$ cat src/rtl/branch_resolve_unit.sv
// Resolution side of the branch predictor: queues fetch-time predictions, checks them against
// ID outcomes, returns registered training info and drives redirect/flush recovery.
module branch_resolve_unit #(
    parameter int DEPTH       = 4,
    parameter int RECOVER_CYC = 2,
    parameter int CNT_W       = 16
) (
    input  logic                    clk,
    input  logic                    resetn,
    input  logic                    stall,
    input  logic                    pred_valid,
    input  logic [31:0]             pred_pc,
    input  logic [32:0]             pred_pta,
    input  logic                    res_valid,
    input  logic [31:0]             res_pc,
    input  logic                    res_taken,
    input  logic [31:0]             res_target,
    input  logic [1:0]              res_type,
    output logic [34:0]             id_branch_info0,
    output logic                    upd_valid,
    output logic                    pred_flag,
    output logic                    redirect_valid,
    output logic [31:0]             redirect_pc,
    output logic                    flush,
    output logic [$clog2(DEPTH):0]  q_count,
    output logic                    q_full,
    output logic [CNT_W-1:0]        mispred_cnt
);

    localparam int PW = $clog2(DEPTH);
    localparam int RW = (RECOVER_CYC > 1) ? $clog2(RECOVER_CYC) : 1;

    typedef enum logic {NORMAL = 1'b0, RECOVER = 1'b1} state_t;

    state_t           state_q, state_d;
    logic [RW-1:0]    rec_cnt_q, rec_cnt_d;
    logic [PW-1:0]    head_q, head_d, tail_q, tail_d;
    logic [PW:0]      count_q, count_d;
    logic [31:0]      ent_pc_q  [DEPTH];
    logic [31:0]      ent_pc_d  [DEPTH];
    logic             ent_dir_q [DEPTH];
    logic             ent_dir_d [DEPTH];
    logic [31:0]      ent_tgt_q [DEPTH];
    logic [31:0]      ent_tgt_d [DEPTH];
    logic [34:0]      info_q, info_d;
    logic             upd_q, upd_d;
    logic             flag_q, flag_d;
    logic             rv_q, rv_d;
    logic [31:0]      rpc_q, rpc_d;
    logic             flush_q, flush_d;
    logic [CNT_W-1:0] mcnt_q, mcnt_d;

    logic        in_normal, q_empty, full, do_res, hit, pdir, mispredict, deq, clear, enq;
    logic [31:0] ptgt;

    // A stale head (pc mismatch) is still consumed; the branch is then judged as unpredicted.
    assign in_normal  = (state_q == NORMAL);
    assign q_empty    = (count_q == '0);
    assign full       = (count_q == (PW+1)'(DEPTH));
    assign do_res     = !stall && in_normal && res_valid;
    assign hit        = !q_empty && (ent_pc_q[head_q] == res_pc);
    assign pdir       = hit && ent_dir_q[head_q];
    assign ptgt       = hit ? ent_tgt_q[head_q] : 32'd0;
    assign mispredict = (res_taken != pdir) || (res_taken && (res_target != ptgt));
    assign deq        = do_res && !q_empty;
    assign clear      = do_res && mispredict;
    assign enq        = !stall && in_normal && pred_valid && (!full || deq) && !clear;

    always_comb begin
        state_d   = state_q;
        rec_cnt_d = rec_cnt_q;
        head_d    = head_q;
        tail_d    = tail_q;
        count_d   = count_q;
        ent_pc_d  = ent_pc_q;
        ent_dir_d = ent_dir_q;
        ent_tgt_d = ent_tgt_q;
        mcnt_d    = mcnt_q;
        upd_d     = do_res;
        rv_d      = clear;
        flag_d    = stall ? flag_q : !clear;
        info_d    = do_res ? {res_taken, res_target, res_type} : info_q;
        rpc_d     = clear ? (res_taken ? res_target : res_pc + 32'd8) : rpc_q;

        if (enq) begin
            ent_pc_d[tail_q]  = pred_pc;
            ent_dir_d[tail_q] = pred_pta[32];
            ent_tgt_d[tail_q] = pred_pta[31:0];
            tail_d            = tail_q + PW'(1);
        end
        if (deq) begin
            head_d = head_q + PW'(1);
        end
        case ({enq, deq})
            2'b10:   count_d = count_q + (PW+1)'(1);
            2'b01:   count_d = count_q - (PW+1)'(1);
            default: count_d = count_q;
        endcase

        if (clear) begin
            head_d    = '0;
            tail_d    = '0;
            count_d   = '0;
            state_d   = RECOVER;
            rec_cnt_d = '0;
            if (mcnt_q != '1) begin
                mcnt_d = mcnt_q + CNT_W'(1);
            end
        end

        if (!in_normal && !stall) begin
            if (rec_cnt_q == RW'(RECOVER_CYC - 1)) begin
                state_d = NORMAL;
            end else begin
                rec_cnt_d = rec_cnt_q + RW'(1);
            end
        end

        flush_d = (state_d == RECOVER);
    end

    always_ff @(posedge clk) begin
        if (!resetn) begin
            state_q   <= NORMAL;
            rec_cnt_q <= '0;
            head_q    <= '0;
            tail_q    <= '0;
            count_q   <= '0;
            info_q    <= '0;
            upd_q     <= 1'b0;
            flag_q    <= 1'b1;
            rv_q      <= 1'b0;
            rpc_q     <= '0;
            flush_q   <= 1'b0;
            mcnt_q    <= '0;
        end else begin
            state_q   <= state_d;
            rec_cnt_q <= rec_cnt_d;
            head_q    <= head_d;
            tail_q    <= tail_d;
            count_q   <= count_d;
            info_q    <= info_d;
            upd_q     <= upd_d;
            flag_q    <= flag_d;
            rv_q      <= rv_d;
            rpc_q     <= rpc_d;
            flush_q   <= flush_d;
            mcnt_q    <= mcnt_d;
        end
    end

    // Entry storage needs no reset: only slots between head and tail are ever read.
    always_ff @(posedge clk) begin
        ent_pc_q  <= ent_pc_d;
        ent_dir_q <= ent_dir_d;
        ent_tgt_q <= ent_tgt_d;
    end

    assign id_branch_info0 = info_q;
    assign upd_valid       = upd_q;
    assign pred_flag       = flag_q;
    assign redirect_valid  = rv_q;
    assign redirect_pc     = rpc_q;
    assign flush           = flush_q;
    assign q_count         = count_q;
    assign q_full          = (count_q == (PW+1)'(DEPTH));
    assign mispred_cnt     = mcnt_q;

endmodule
$ cat config.mk
export PLATFORM = sky130hd
export DESIGN_NAME = branch_resolve_unit
export DESIGN_NICKNAME = d
export VERILOG_FILES = /design/src/rtl/branch_resolve_unit.sv
export SDC_FILE = /design/constraint.sdc
export NUM_CORES = 1
export LEC_CHECK = 0
export BUFFER_PORTS_ARGS = -buffer_cell sky130_fd_sc_hd__buf_2
export CORE_ASPECT_RATIO = 0.8
export CORE_MARGIN = 2
export CORE_UTILIZATION = 48
export DETAILED_ROUTE_END_ITERATION = 10
export PLACE_DENSITY = 0.73
export SETUP_SLACK_MARGIN = 0.5
export SYNTH_ARGS = -nofsm -noshare
export SYNTH_HDL_FRONTEND = slang
export SYNTH_SLANG_ARGS = --single-unit
export TNS_END_PERCENT = 5
$ cat constraint.sdc
create_clock -name clk -period 6.71 [get_ports clk]
set_input_delay 0.671 -clock clk [delete_from_list [all_inputs] [get_ports clk]]
set_output_delay 0.671 -clock clk [all_outputs]
set_load 0.01 [all_outputs]
==> key figures <==
Outcome
  – Status: complete, no violations

Floorplanning
  – I/O pin count: 228
  – Die Width: 202 um
  – Die Ht: 162 um
  – Core region area: slightly above 0.03 sq mm
  – Die area: 0.0328 sq mm
  – Initial core utilization: between 40% and 50%
  – Site Rows: 57

Power
  – Psw: ~1100 uW
  – Peak VDD IR: 158 uV
  – Seq pwr share: 50.2%
  – Power Internal: between 3000 and 4000 uW
  – Switch share: between 20% and 30%
  – Clk pwr share: 41.7%
  – LEAKAGE: 0.00636 uW
  – Power per cell area: 271 mW/mm^2
  – Comb pwr share: 8.1%

Yosys
  – Top FF cell, synth: edfxtp_1
  – Synth area leaders: edfxtp_1 52%, dfxtp_1 13%, mux4_2 9.3%, nand2_1 4.1%, xnor2_1 2.9%
  – Post-synth top area share: 51.9%
  – Mean area per synthesized cell: 13.5 sq um
  – FF+latch count, synth: 355
  – Mapped Cells: 1,113
  – Syn_nets: 1,258
  – Cell variety after synth: 55
  – Synth async-reset ratio: 0%
  – Area leader, netlist: edfxtp_1
  – Number of flops mapped to enable cells by yosys: 260
  – Part of the Yosys area used for sequential elements: roughly 64%
  – YS warnings: 0
  – Synth Cell Area: between 0.015 and 0.02 sq mm

STA
  – Tightest Pin Transition: 0.881 ns
  – Slew headroom: 41.3%
  – Final worst path period share: 79.9%
  – Fin Setup TNS: 0 ns
  – Clock Skew: around 0.011 ns
  – Tmin final: 5.36 ns
  – Final setup violation count: 0
  – Fin. max-slew vios: 0
  – RSZ-0062 raised after global routing: no
  – Max Freq: 187 MHz
  – Hold Fails Final Rpt: 0

Cells and area
  – Layout area overhead: 18.4%
  – NumNets Final: about 1,500
  – Layout cell share with drive strength beyond 1: 27.7%
  – FILL cells: approximately 2,400
  – Share of the core filled with cells: 58.3%

Routing
  – Length of routed wiring on met1: 17.3 mm
  – Via count: between 10,000 and 15,000
  – DRT iter0 DRCs: ~1,000
  – Residual DRC: 0
  – Met3 WL post-DR: 3.57 mm
  – Uppermost routed layer: met4
  – Router iterations before antenna repair: 6
  – Vias/cell: 5.71
  – Met2 routed WL: between 15 and 20 mm
  – Post-DRT Antenna Nets: 0
  – DR WL/cell: between 20 and 25 um
  – Final wirelength: about 41 mm

Placement
  – Dpl hpwl: between 20 and 30 mm
  – PortBufs: 227
  – GPL Wtd Cong: ~0.86

Setup path
  – Worst EP required: between 6 and 7 ns
  – CP most frequent cell: buf_4
  – Crit path DAT: between 5 and 6 ns
  – CP max stage delay: 0.67 ns
  – Worst path slowest cell: dfxtp_4
  – Crit-path cells: buf_4, mux4_2, xnor2_1, nand4_1, nor2_1, nand4_2, or4_1, a2111oi_2, a21oi_4, nor2b_1, and2_2, buf_4
  – Setup CP Type: reg2reg
  – R2R depth: 12
  – Critical Path Fanout Max: 28
  – Critical path endpoint category: register
  – CP Launch Type: register

Global routing
  – First-pass GRT wire length: 60.9 mm
  – Initial antenna violation count: 3
  – Pin count of the biggest net entering global routing: 94
  – Overflow after GRT: 0
  – Global Route Usage Sum: 24.8%
  – Vias in the first global route: 10,043

Clock tree
  – Num Clock Sinks: 355
  – H-tree lvl count: 2
  – Hold buffer count at CTS: 0
  – Clk slew on worst S/H paths: 0.06 ns
  – Bufs on Longest Clock Path: 3
  – Num CTS Buffers: 36
  – CTS resizes: 0
  – Setup bufs post-CTS: 0
  – Later-pin clock latency in the skew report: roughly 0.52 ns
  – CTS tree: done
  – Root buffer cell: clkbuf_16

Hold path
  – HP Class: in2reg
  – Hold depth: 1

Job
  – Total of max-cap violations: 0
## cell type report
type	instances	area [sq um]	area share, %
Tap cell	413	517	2.90
Clock inverter	23	200	1.12
Timing Repair Buffer	243	1310	7.33
Inverter	32	120	0.674
Sequential cell	355	9710	54.5
Multi-Input combinational cell	672	4970	27.9
Clock buffer	43	990	5.55
Antenna cell	3	7.51	0.0421
## cells by family (layout without fill, tap and decap cells)
| kind of cell | after synthesis | after routing | synth area share, % |
|---|---|---|---|
| fa+ha+maj | 8 | 8 | 0.715 |
| mux | 87 | 87 | 11.0 |
| simple gates | 330 | 330 | 10.1 |
| compound gates | 168 | 168 | 6.48 |
| xor+xnor | 79 | 79 | 4.60 |
| flops | 355 | 355 | 64.5 |
| buf+inv | 86 | 341 | 2.61 |
| other cells | 0 | 3 | 0 |
## worst max-delay path, delay by kind of cell (launching register included)
family,cells,cell delay [ns]
AO/OA/AOI/OAI,2,0.50
XOR/XNOR,1,0.15
buffers and inverters,2,0.87
flip-flops,1,0.67
multiplexers,1,0.57
AND/OR/NAND/NOR,6,2.23
## routing by layer
metal | track usage, % | vias to the layer above
li1 | - | 4609
met1 | 35.3 | 5014
met2 | 37.8 | 477
met3 | 5.42 | 93
met4 | 9.16 | 0
met5 | 0 | -
## flip-flops by register name, summed over array words and instances, names as in the netlist, 2 cells and up
signal	cells
redirect_pc	32
ent_pc_q	128
ent_tgt_q	128
head_q	2
ent_dir_q	4
id_branch_info0	35
q_count	3
mispred_cnt	16
tail_q	2
## placed cells by master (no fill, tap or decap), drive strengths merged, types with 7 or more instances in the layout
cell type,Yosys,final
nor2,37,37
nor3,8,8
a31o,7,7
o21ai,73,73
nand4,20,20
a21oi,51,51
ha,7,7
and2,7,7
buf,23,243
clkbuf,31,43
nand2b,11,11
clkinv,1,16
and3,15,15
edfxtp,260,260
a22oi,7,7
nand3,48,48
mux4,62,62
xnor2,50,50
xor2,29,29
dfxtp,95,95
nand2,165,165
inv,31,34
mux2i,20,20
## final timing paths
| kind | start | end | slack, ns |
|---|---|---|---|
| worst max register to register | head_q[0]$_SDFFE_PP0P_ | ent_pc_q[84]$_DFFE_PP_ | 1.35 |
| worst min-delay path | pred_pta[27] | ent_tgt_q[91]$_DFFE_PP_ | 0.36 |
| worst max-delay path | head_q[0]$_SDFFE_PP0P_ | ent_pc_q[84]$_DFFE_PP_ | 1.35 |
| worst min register to register | id_branch_info0[21]$_SDFFE_PN0P_ | id_branch_info0[21]$_SDFFE_PN0P_ | 0.45 |
## power groups by stage
stage | registers [uW] | clock network, uW | logic (uW)
6_report | 2430 | 2020 | 391
5_1_grt | 2430 | 2140 | 423
4_1_cts | 2430 | 2040 | 389
3_5_place_dp | 2480 | 0 | 388
3_3_place_gp | 2470 | 0 | 380
2_1_floorplan | 2480 | 0 | 204
## synthesized netlist by cell type (all sizes together) (4+ instances only)
cell type / n
edfxtp: 260
nand2: 165
dfxtp: 95
o21ai: 73
mux4: 62
a21oi: 51
xnor2: 50
nand3: 48
nor2: 37
clkbuf: 31
inv: 31
xor2: 29
buf: 23
mux2i: 20
nand4: 20
and3: 15
nand2b: 11
nor3: 8
a22oi: 7
a31o: 7
and2: 7
ha: 7
a211oi: 5
mux2: 5
nor4: 5
a21boi: 4
nor2b: 4
o22ai: 4
## stage by stage
stage / area [sq um] / std cells / hold slack (ns) / setup WS [ns] / power (uW)
floorplan: 15100 / 1113 / 0.454 / 1.51 / 2680
global placement: 16600 / 1715 / 0.440 / 1.51 / 2860
detailed placement: 16600 / 1715 / 0.443 / 1.28 / 2860
CTS: 17800 / 1781 / 0.348 / 1.25 / 4860
global route: 17800 / 1783 / 0.356 / 0.888 / 4990
finish: 17800 / 1784 / 0.364 / 1.35 / 4840
Note: power is estimated with default switching activity, not from simulation.
